**src/rtl/clk_gate_ctrl.sv**
```systemverilog
// Per-channel idle-detect clock-gating sequencer: counts idle cycles, handshakes
// a sleep request with the peripheral, gates its clock and re-enables it on wake.
module clk_gate_ctrl #(
    parameter int CH_NUM   = 4,
    parameter int CNT_W    = 8,
    parameter int WAKE_CYC = 4
) (
    input  logic              clk,
    input  logic              rst_b,
    input  logic              global_gate_en,
    input  logic              pad_yy_test_mode,
    input  logic [CNT_W-1:0]  idle_thresh,
    input  logic [CH_NUM-1:0] ch_busy,
    input  logic [CH_NUM-1:0] ch_wake_req,
    input  logic [CH_NUM-1:0] ch_sleep_ack,
    output logic [CH_NUM-1:0] ch_sleep_req,
    output logic [CH_NUM-1:0] ch_module_en,
    output logic [CH_NUM-1:0] ch_ready,
    output logic [CH_NUM-1:0] ch_gated
);

    typedef enum logic [1:0] {
        RUN  = 2'd0,
        REQ  = 2'd1,
        OFF  = 2'd2,
        WAKE = 2'd3
    } state_t;

    localparam logic [CNT_W-1:0] WAKE_LAST = CNT_W'(WAKE_CYC - 1);

    function automatic logic [CNT_W-1:0] sat_inc(input logic [CNT_W-1:0] val);
        return (val == {CNT_W{1'b1}}) ? val : val + CNT_W'(1);
    endfunction

    logic             inhibit;
    logic [CNT_W-1:0] thresh_last;

    // idle_thresh==0 wraps thresh_last to all-ones, but inhibit already blocks gating then.
    assign inhibit     = !global_gate_en || pad_yy_test_mode || (idle_thresh == '0);
    assign thresh_last = idle_thresh - CNT_W'(1);

    for (genvar i = 0; i < CH_NUM; i++) begin : g_ch
        state_t           state;
        state_t           state_nxt;
        logic [CNT_W-1:0] cnt;
        logic [CNT_W-1:0] cnt_nxt;
        logic             active;

        assign active = ch_busy[i] || ch_wake_req[i];

        always_ff @(posedge clk or negedge rst_b) begin
            if (!rst_b) begin
                state <= RUN;
                cnt   <= '0;
            end else begin
                state <= state_nxt;
                cnt   <= cnt_nxt;
            end
        end

        always_comb begin
            state_nxt = state;
            cnt_nxt   = cnt;
            case (state)
                RUN: begin
                    if (active) begin
                        cnt_nxt = '0;
                    end else begin
                        cnt_nxt = sat_inc(cnt);
                        if (!inhibit && (cnt == thresh_last)) state_nxt = REQ;
                    end
                end
                REQ: begin
                    // Abort wins over a simultaneous acknowledge.
                    if (active || inhibit) begin
                        state_nxt = RUN;
                        cnt_nxt   = '0;
                    end else if (ch_sleep_ack[i]) begin
                        state_nxt = OFF;
                    end
                end
                OFF: begin
                    if (active || inhibit) begin
                        state_nxt = WAKE;
                        cnt_nxt   = '0;
                    end
                end
                WAKE: begin
                    if (cnt == WAKE_LAST) begin
                        state_nxt = RUN;
                        cnt_nxt   = '0;
                    end else begin
                        cnt_nxt = cnt + CNT_W'(1);
                    end
                end
                default: begin
                    state_nxt = RUN;
                    cnt_nxt   = '0;
                end
            endcase
        end

        assign ch_module_en[i] = (state != OFF) || pad_yy_test_mode;
        assign ch_ready[i]     = (state == RUN);
        assign ch_sleep_req[i] = (state == REQ);
        assign ch_gated[i]     = (state == OFF);
    end

endmodule

```
**config.mk**
```make
export PLATFORM = sky130hd
export DESIGN_NAME = clk_gate_ctrl
export DESIGN_NICKNAME = d
export VERILOG_FILES = /design/src/rtl/clk_gate_ctrl.sv
export SDC_FILE = /design/constraint.sdc
export NUM_CORES = 1
export LEC_CHECK = 0
export CAP_MARGIN = 30
export CORE_ASPECT_RATIO = 1.75
export CORE_MARGIN = 5
export CORE_UTILIZATION = 57
export DETAILED_ROUTE_END_ITERATION = 7
export GPL_TIMING_DRIVEN = 1
export PLACE_DENSITY_LB_ADDON = 0.05
export SLEW_MARGIN = 10
export SYNTH_ARGS = -nofsm -noshare
export SYNTH_HDL_FRONTEND = slang
export SYNTH_SLANG_ARGS = --single-unit
```
**constraint.sdc**
```tcl
create_clock -name clk -period 3.3 [get_ports clk]
set_clock_uncertainty 0.1 [all_clocks]
set_input_delay 0.825 -clock clk [delete_from_list [all_inputs] [get_ports clk]]
set_output_delay 0.825 -clock clk [all_outputs]
set_load 0.01 [all_outputs]
```
[After elaboration in Yosys (flattened, before gate mapping)]
Cells that the tools add are included.
Operators by class
  add/subtract/negate cells: 5
  equality and inequality tests: 56
  bitwise logic cells: 0
  muxes and demuxes: 48
  divide/modulo/power cells: 0
  shift operators: 0
  multiply operators: 0
  order comparisons: 0
  reductions and logical operators: 37
Operators with widths (number)
  $mux 8: 16
  $pmux 8 s3: 4
  $mux 2: 24
  $add 8x1->8 const B: 4
  $eq 8x2->1 const B: 4
  $eq 8x8->1: 4
  $eq 8x8->1 const B: 4
  $pmux 2 s4: 4
  $ne 2x1->1 const B: 12
  $ne 2x2->1 const B: 12
  $reduce_and 5->1: 4
  $eq 2x2->1 const B: 8
  $logic_or 1x1->1: 14
  $ne 3x2->1 const B: 4
  $ne 3x3->1 const B: 4
  $eq 2x1->1 const B: 4
  $logic_not 2->1: 4
  $logic_not 8->1: 1
  $reduce_and 2->1: 4
  $reduce_or 2->1: 4
  $sub 8x1->8 const B: 1
  $logic_and 1x1->1: 4
  $logic_not 1->1: 2
Storage, ports and cells
  bits in writable memories: 0
  register bits after elaboration: 40
  output and inout port bits: 16
  memories: 0
  ROM bits: 0
  latch bits: 0

[Longest topological paths before layout]
Gate-level depths: netlist of run 1.
  word-level depth: 8
  mapped depth: 12

[Worst setup path before layout of run 1]
No wires, ideal clock.
  path type: input to register
  start: input idle_thresh[0]
  end: register (tool-made name)
  required time: 3076 ps
  library setup time: 124 ps
  setup slack: 256 ps
  stages: 11
  arrival time: 2820 ps
  cell sequence: buf_2 > inv_1 > ha_1 > nor4b_2 > a21oi_2 > buf_4 > nand2_1 > or4_1 > o41ai_2 > nand3_1 > mux2i_1
RTL lines
  start: declaration: RTL line 12  | input logic [CNT_W-1:0] idle_thresh,

==> metrics.csv, run 1 <==
stage;metric;value;unit
clock_network;cts_sinks;40;
finish;fill_cells;507;
sta;period_share;95.7;%
critical_path;cp-end-kind;flip-flop;
floorplan;core-area;0.00588;mm²
global_route;grt_pass1_vias;3282;
drt;dr.pass1.iters;5;
logic_synthesis;ys_seq_area_share;29.3;%
power_and_ir_drop;p_leak;0.00187;µW
global_route;grt_pass1_wl;15300;µm
drt;drt_iter0_markers;182;
power_and_ir_drop;power_density;447;mW/mm²
sta;tightestPinTransition;0.613;ns
global_route;grt_antenna_before_repair;0;
drt;ant_nets;0;
drt;drc;0;
sta;slew_viol_final;0;
critical_path;critPathMaxStageDelay;0.49;ns
critical_path;crit_arrival;3.29;ns
run;cap_violations;0;
clock_network;cts_inserted_buffers;5;
finish;drive_above_1_share;11.9;%
clock_network;path_clk_slew;0.08;ns
clock_network;htreeDepth;2;
sta;rsz0062_at_grt;no;
finish;antenna_cells;0;
floorplan;io_pins;40;
critical_path;crit_type;input port to flip-flop;
global_route;grt_overflow;0;
sta;fmax;317;MHz
floorplan;die_area;0.00769;mm²
clock_network;cts_setup_buffers;0;
drt;via_per_inst;5.92;
logic_synthesis;synth-warning-count;0;
finish;layout_commonest_cell;o21ai_0;
clock_network;cts_hold_buf;0;
finish;layout_common_cells;o21ai_0, dfrtp_1, clkdlybuf4s50_1;
floorplan;die_h;112;µm
clock_network;cts_root_buffer;clkbuf_8;
critical_path;rr_worst_depth;7;
finish;fin_nets;525;
critical_path;timing.critical_path.required;3.43;ns
power_and_ir_drop;irDropWorstVdd;0.311;mV
critical_path;crit_path_start_kind;input port;
critical_path;slowest_stage;clkdlybuf4s50_1;
logic_synthesis;synthDistinctLibCells;59;
critical_path;path_max_fanout;3;
hold_path;hold_class;input port to asynchronous set/reset pin;
floorplan;die_x;68.5;µm
global_route;grt_max_degree;41;
drt;routed_wl;9070;µm
sta;hold_slack;0.244;ns
place;io_buffers;39;
critical_path;r2r-end;g_ch[1].cnt[0];
clock_network;insertion_delay;0.31;ns
floorplan;rows;37;
finish;instances_no_fill;558;
place;dp_slack;-0.219;ns
logic_synthesis;synth.avg_cell_area;8.22;µm²
critical_path;critical_path.cell_chain;clkdlybuf4s50_1 -> inv_1 -> ha_1 -> nor4b_2 -> a2111o_1 -> a311oi_1 -> nand4_1 -> o31a_1 -> nor3_1 -> mux2i_1;
sta;finalWorstSetupSlack;0.141;ns
global_route;grt.total_usage;25.5;%
clock_network;cts_max_path_buffers;2;
finish;syn2layout_area_growth;23.9;%
floorplan;start_util;58.0;%
drt;wl_per_cell;16.3;µm
logic_synthesis;synth_nets;461;
logic_synthesis;async_reset_ff_share;100;%
drt;num_vias;3304;
critical_path;rr_startpoint;g_ch[1].cnt[4];
outcome;status;complete, no violations;
place;gp_congestion;0.947;
logic_synthesis;synth_edf_count;0;
logic_synthesis;synth_cells;415;
sta;finalCriticalPeriod;3.16;ns
sta;relSlewSlack;59.1;%
sta;finalSetupViolCount;0;
critical_path;r2r_slack;0.69;ns
logic_synthesis;ys.flop_type;dfrtp_1;
logic_synthesis;synth_seq_cells;40;
logic_synthesis;synth_area;0.00341;mm²
place;dp_hpwl;7060;µm
clock_network;tritoncts;yes;
sta;finalHoldViolations;0;
place;dp.cells;549;
==> worst max-delay path by stage <==
stage,to,slack [ns],startpoint,cells after the start
after global routing,flip-flop,0.002,idle_thresh[0],10
final,flip-flop,0.14,idle_thresh[0],10
after detailed placement,flip-flop,-0.22,idle_thresh[0],10
after floorplan,flip-flop,0.26,idle_thresh[0],11
after global placement,flip-flop,-0.14,idle_thresh[0],10
after CTS,flip-flop,0.1,idle_thresh[0],10
==> layer usage <==
layer,track usage [%],vias up,share of wire (%)
li1,-,1620,-
met1,28.6,1568,37
met2,45.1,87,54
met3,3.90,29,4.6
met4,11.7,0,4.1
met5,0,-,0
==> power breakdown <==
part / switching [µW] / internal (µW) / leakage [µW]
Sequential: 69.5 / 543 / 0.000549
Clock: 180 / 267 / 0.0000645
Combinational: 423 / 407 / 0.00126
==> per-stage QoR <==
step                utilization (%)  instance area (µm²)  TNS, ns  total power [µW]
finish                         71.9                 4230        0              1890
global route                   71.9                 4230        0              2020
CTS                            71.6                 4210        0              1900
detailed placement             69.4                 4080   -0.963              1450
global placement               69.4                 4080   -0.477              1430
floorplan                         -                 3410        0              1110
==> synth_stat cells (2+ instances only) <==
cell type | count | area (µm²)
buf_2 | 5 | 25.0
o41ai_2 | 2 | 32.5
xnor2_1 | 21 | 184
ha_1 | 22 | 275
nand3_1 | 21 | 105
o21ai_0 | 48 | 240
nor3b_1 | 2 | 15.0
a211o_1 | 3 | 26.3
or3_1 | 2 | 12.5
clkbuf_1 | 12 | 45.0
nor3_1 | 3 | 15.0
nand3b_1 | 2 | 15.0
a21oi_1 | 18 | 90.1
nor4_1 | 2 | 12.5
nor3_2 | 2 | 20.0
xor2_1 | 12 | 105
dfrtp_1 | 40 | 1000
and3_1 | 18 | 113
o32a_1 | 2 | 20.0
nor2b_1 | 4 | 25.0
inv_1 | 25 | 93.8
o31ai_1 | 10 | 75.1
a211oi_1 | 2 | 15.0
a311oi_1 | 2 | 17.5
o31a_1 | 3 | 26.3
or4_1 | 6 | 45.0
o41ai_1 | 2 | 17.5
mux2i_1 | 5 | 50.1
nor4b_2 | 2 | 30.0
o211ai_1 | 2 | 15.0
nand2_1 | 37 | 139
o21a_1 | 2 | 15.0
nor2_1 | 24 | 90.1
o22ai_1 | 4 | 25.0
nand2b_1 | 18 | 113
nand4_1 | 7 | 43.8
==> flip-flops by register name (all words and copies together), names as in the netlist, named ones only <==
signal	flops
g_ch.cnt	32
g_ch.state	4
==> worst max-delay path: cells and delay by family <==
family / cells / cell delay, ns
AOI/OAI and AO/OA: 3 / 1.03
muxes: 1 / 0.21
buffers and inverters: 2 / 0.56
adders and majority gates: 1 / 0.19
and+or+nand+nor: 3 / 0.47
==> timing repair <==
item                       4_1_cts  5_1_grt
hold endpoints to repair         0        0
gates resized for setup          0        0
setup endpoints to repair        0        2
==> layout make-up <==
| cell class | instances | area (µm²) | area share, % |
|---|---|---|---|
| Clock inverter | 1 | 30.0 | 0.710 |
| Timing Repair Buffer | 76 | 676 | 16.0 |
| Multi-Input combinational cell | 331 | 2230 | 52.8 |
| Sequential cell | 40 | 1000 | 23.7 |
| Clock buffer | 7 | 96.3 | 2.28 |
| Inverter | 25 | 93.8 | 2.22 |
| Tap cell | 78 | 97.6 | 2.31 |
==> kinds of logic (layout without fill, tap and decap cells) <==
group                    after synthesis  after routing  synth area share, %
XOR/XNOR                              35             35                 9.61
flip-flops                            40             40                 29.3
AO/OA/AOI/OAI                        111            111                 20.9
multiplexers                           5              5                 1.47
adder cells (fa/ha/maj)               22             22                 8.07
AND/OR/NAND/NOR                      158            158                 25.4
buffers and inverters                 44            109                 5.17
Note: power is estimated with default switching activity, not from simulation.
==> inputs of run 2 (changes only) <==
--- a/config.mk
+++ b/config.mk
@@ -8,10 +8,12 @@
 export CAP_MARGIN = 30
 export CORE_ASPECT_RATIO = 1.75
 export CORE_MARGIN = 5
-export CORE_UTILIZATION = 57
+export CORE_UTILIZATION = 45
+export CTS_BUF_LIST = sky130_fd_sc_hd__clkbuf_2 sky130_fd_sc_hd__clkbuf_4 sky130_fd_sc_hd__clkbuf_8
 export DETAILED_ROUTE_END_ITERATION = 7
 export GPL_TIMING_DRIVEN = 1
 export PLACE_DENSITY_LB_ADDON = 0.05
+export SETUP_SLACK_MARGIN = 0.3
 export SLEW_MARGIN = 10
 export SYNTH_ARGS = -nofsm -noshare
 export SYNTH_HDL_FRONTEND = slang
==> metrics.csv, run 2 (synthesis results as in run 1) <==
stage;metric;value;unit
global_route;grt_pass1_wl;15900;µm
finish;fill_cells;694;
finish;fin_nets;526;
power_and_ir_drop;power_density;444;mW/mm²
drt;routed_wl;9480;µm
power_and_ir_drop;total_power;1920;µW
power_and_ir_drop;clkPwrFrac;23.8;%
place;dp.cells;559;
sta;tightestPinTransition;0.585;ns
clock_network;cts_max_path_buffers;2;
critical_path;cp-end-kind;flip-flop;
power_and_ir_drop;seqPwrFrac;31.9;%
critical_path;crit_path_start_kind;input port;
drt;dr.pass1.iters;4;
critical_path;critPathMaxStageDelay;0.47;ns
place;gp_congestion;0.882;
sta;relSlewSlack;61.0;%
floorplan;die_area;0.00949;mm²
power_and_ir_drop;p_sw_share;36.2;%
finish;final_area;0.00434;mm²
power_and_ir_drop;p_switching;696;µW
critical_path;slowest_stage;clkdlybuf4s50_1;
finish;syn2layout_area_growth;27.1;%
finish;largest-register;g_ch.cnt;
critical_path;crit_type;input port to flip-flop;
drt;drt_iter0_markers;173;
drt;wl_per_cell;16.7;µm
finish;drive_above_1_share;14.6;%
drt;num_vias;3294;
sta;rsz0062_at_grt;no;
power_and_ir_drop;irDropWorstVdd;0.245;mV
floorplan;start_util;45.7;%
sta;slew_viol_final;0;
clock_network;cts_root_buffer;clkbuf_8;
finish;instances_no_fill;569;
finish;layout_commonest_cell;o21ai_0;
finish;largest_reg_flops;32;
floorplan;die_x;75.8;µm
floorplan;die_h;125;µm
sta;period_share;88.5;%
finish;reg.largest.list;g_ch.cnt x32, g_ch.state x4;
place;placed_area;0.00411;mm²
power_and_ir_drop;combPwrFrac;44.3;%
drt;ant_nets;0;
sta;finalSetupViolCount;0;
global_route;grt.total_usage;21.3;%
floorplan;rows;42;
floorplan;core-area;0.00746;mm²
drt;drc;0;
floorplan;io_pins;40;
critical_path;timing.critical_path.required;3.44;ns
outcome;status;complete, no violations;
hold_path;hold_class;input port to asynchronous set/reset pin;
clock_network;htreeDepth;2;
sta;hold_slack;0.304;ns
global_route;grt_pass1_vias;3271;
critical_path;critical_path.cell_chain;clkdlybuf4s50_1 -> nor4b_4 -> a21oi_2 -> buf_4 -> buf_4 -> nand2_1 -> a21boi_1 -> or2_1 -> or3b_2 -> nand2_1;
sta;finalHoldViolations;0;
place;dp_hpwl;7470;µm
global_route;grt_overflow;0;
run;cap_violations;0;
power_and_ir_drop;p_int;1230;µW
finish;layout_common_cells;o21ai_0, dfrtp_1, buf_4;
finish;antenna_cells;0;
clock_network;path_clk_slew;0.09;ns
critical_path;crit_arrival;3.06;ns
sta;fmax;342;MHz
global_route;grt_antenna_before_repair;0;
place;io_buffers;39;
drt;via_per_inst;5.79;
global_route;grt_max_degree;29;
clock_network;cts_sinks;40;
clock_network;insertion_delay;0.31;ns
critical_path;path_max_fanout;5;
clock_network;tritoncts;yes;
clock_network;cts_inserted_buffers;5;
power_and_ir_drop;p_leak;0.00192;µW
sta;finalCriticalPeriod;2.92;ns
[run 2: final timing paths]
path,slack (ns),depth (start not counted),to,start
setup / recovery,0.38,10,g_ch[1].cnt[3],idle_thresh[7]
hold / removal,0.30,1,g_ch[3].cnt[1],rst_b
setup reg to reg,0.76,7,g_ch[1].cnt[6],g_ch[1].cnt[5]
hold reg to reg,0.48,1,g_ch[2].cnt[7],g_ch[2].cnt[7]
max in group asynchronous,2.31,2,g_ch[2].cnt[7],rst_b
min in group clk,0.48,1,g_ch[2].cnt[7],g_ch[2].cnt[7]
[run 2: through the flow]
stage | TNS [ns] | util, % | setup WS [ns]
2_1_floorplan | 0 | - | 0.309
3_3_place_gp | -0.466 | 54.8 | -0.144
3_5_place_dp | -0.804 | 55.0 | -0.210
4_1_cts | 0 | 57.7 | 0.275
5_1_grt | 0 | 58.1 | 0.300
6_report | 0 | 58.1 | 0.380
[run 2: power by group through the flow]
stage	logic, µW	clock network [µW]	registers (µW)
final	853	458	614
after detailed placement	832	0	623
after global routing	941	486	624
after CTS	855	466	614
after floorplan	506	0	604
after global placement	822	0	622
[run 2: final cells by class]
cell class              instances  area (µm²)  share of cell area (%)
multi-input cells             331        2330                    53.6
flip-flops and latches         40        1000                    23.1
repair buffers                 77         679                    15.7
well taps                      88         110                    2.54
clock buffers                   7        96.3                    2.22
inverters                      25        93.8                    2.16
clock inverters                 1        30.0                   0.692
[run 2: metal layers]
| metal | vias to the layer above | GRT usage (%) | part of all wire [%] |
|---|---|---|---|
| li1 | 1620 | - | - |
| met1 | 1591 | 25.6 | 41 |
| met2 | 68 | 37.5 | 53 |
| met3 | 15 | 2.97 | 3.6 |
| met4 | 0 | 6.49 | 2.2 |
| met5 | - | 0 | 0 |
[run 2: repair_timing]
item	4_1_cts	5_1_grt
buffers inserted	2	0
hold endpoints to repair	0	0
pin swaps	8	4
resized for setup	17	9
hold buffers	0	0
endpoints found under the setup margin	11	8
[run 2: critical path: cells and delay by family]
family / cells / cell delay, ns
AOI/OAI and AO/OA: 2 / 0.21
and+or+nand+nor: 5 / 1.25
buffers and inverters: 3 / 0.77
==> RTL edit (settings of run 2) <==
Change the parameter `CH_NUM` from 4 to 2.
--- a/src/rtl/clk_gate_ctrl.sv
+++ b/src/rtl/clk_gate_ctrl.sv
@@ -1,7 +1,7 @@
 // Per-channel idle-detect clock-gating sequencer: counts idle cycles, handshakes
 // a sleep request with the peripheral, gates its clock and re-enables it on wake.
 module clk_gate_ctrl #(
-    parameter int CH_NUM   = 4,
+    parameter int CH_NUM   = 2,
     parameter int CNT_W    = 8,
     parameter int WAKE_CYC = 4
 ) (
Ports: changed (7 resized); port bits go from 40 to 26. No check against the original RTL was run, so the function may have changed too.
==> RTL edit against run 2 <==
  * Synthesized cell count shrank 53%
  * Cell count down 49%
  * Area after synthesis is 50% lower
  * Sequential power is 50% lower
  * Total power decreased by 46%
  * Sequential cell count is 20 lower
  * Critical path type unchanged
  * Routed wire length down 51%
  * Register-to-register slack improved by 0.10 ns
  * Via count fell by 51%
  * Maximum frequency decreased by 1.9%
  * Setup slack worse by 0.056 ns
  * Final area is 46% lower
==> RTL edit: results (changes against run 2) <==
Placed Cells - 277 (-50%)
Seq area share - 0.2127 (-0.01809)
Rel. slew slack - 0.6197 (+0.009783)
Largest net degree at the start of global routing - 21 (-28%)
Met3 usage - 0.02553 (-0.004187)
Clock power frac - 0.242 (+0.004)
Post-synthesis sequential area ratio - 0.2943 (+0.0009714)
Layout clock area frac - 0.03030 (+0.001171)
WHS - 0.4394 ns (+0.1357 ns)
GPL Wtd Cong - 0.8375 (-5.0%)
Sw frac - 0.3426 (-0.01914)
Cells after Synth - 193 (-53%)
Area after DPL - 2105 um^2 (-49%)
Met1 GRT Util - 0.1810 (-0.07500)
WL met2 - 2.774 mm (-45%)
P_int - 0.0006817 W (-44%)
M1 WL - 1.761 mm (-55%)
Gate power share - 0.464 (+0.021)
Tot GR Track Use - 0.1855 (-0.02709)
HPWL Detailed - 3.545 mm (-53%)
FILL cells - 301 (-57%)
First-pass GRT wire length - 7.845 mm (-51%)
Nonclk buf count - 51 (-34%)
Non-clock buffer share - 0.1882 (+0.03158)
Port buffer count - 25 (-36%)
Wire per inst - 16.17 um (-3.0%)
1st-iter DRT viols - 39 (-77%)
Invs w/o clock - 13 (-48%)
Status - finished clean
Pre-CTS setup slack - -0.2971 ns (-0.08759 ns)
R2R setup slack - 0.86 ns (+0.10 ns)
FF-to-FF End - g_ch[1].cnt[4]$_DFFE_PN0P_
## RTL edit: cell types whose count changed in the layout (fill, tap and decap cells not counted), sizes merged, moves of 11 or more
cell | before | now
a21oi | 19 | 6
nand3 | 21 | 3
inv | 25 | 13
dfrtp | 40 | 20
nand2 | 37 | 11
buf | 39 | 28
o21ai | 48 | 23
nor2 | 24 | 13
## RTL edit: cell families (layout without fill, tap and decap cells)
family / Yosys count / count (layout) / synth area share
AOI/OAI and AO/OA: 52 / 52 / 0.2119
xor gates and xnor gates: 21 / 21 / 0.1082
adders and majority gates: 12 / 12 / 0.08830
buffers and inverters: 17 / 68 / 0.04709
DFF: 20 / 20 / 0.2943
muxes: 1 / 1 / 0.005887
and+or+nand+nor: 70 / 70 / 0.2443
## RTL edit: what timing repair did
action / in CTS / in global routing
pin swaps: 12 / 11
endpoints found under the hold margin: 0 / 0
cloned: 0 / 0
setup buffers: 6 / 3
setup endpoints to repair: 20 / 14
hold buffers: 0 / 0
gates resized for setup: 26 / 17
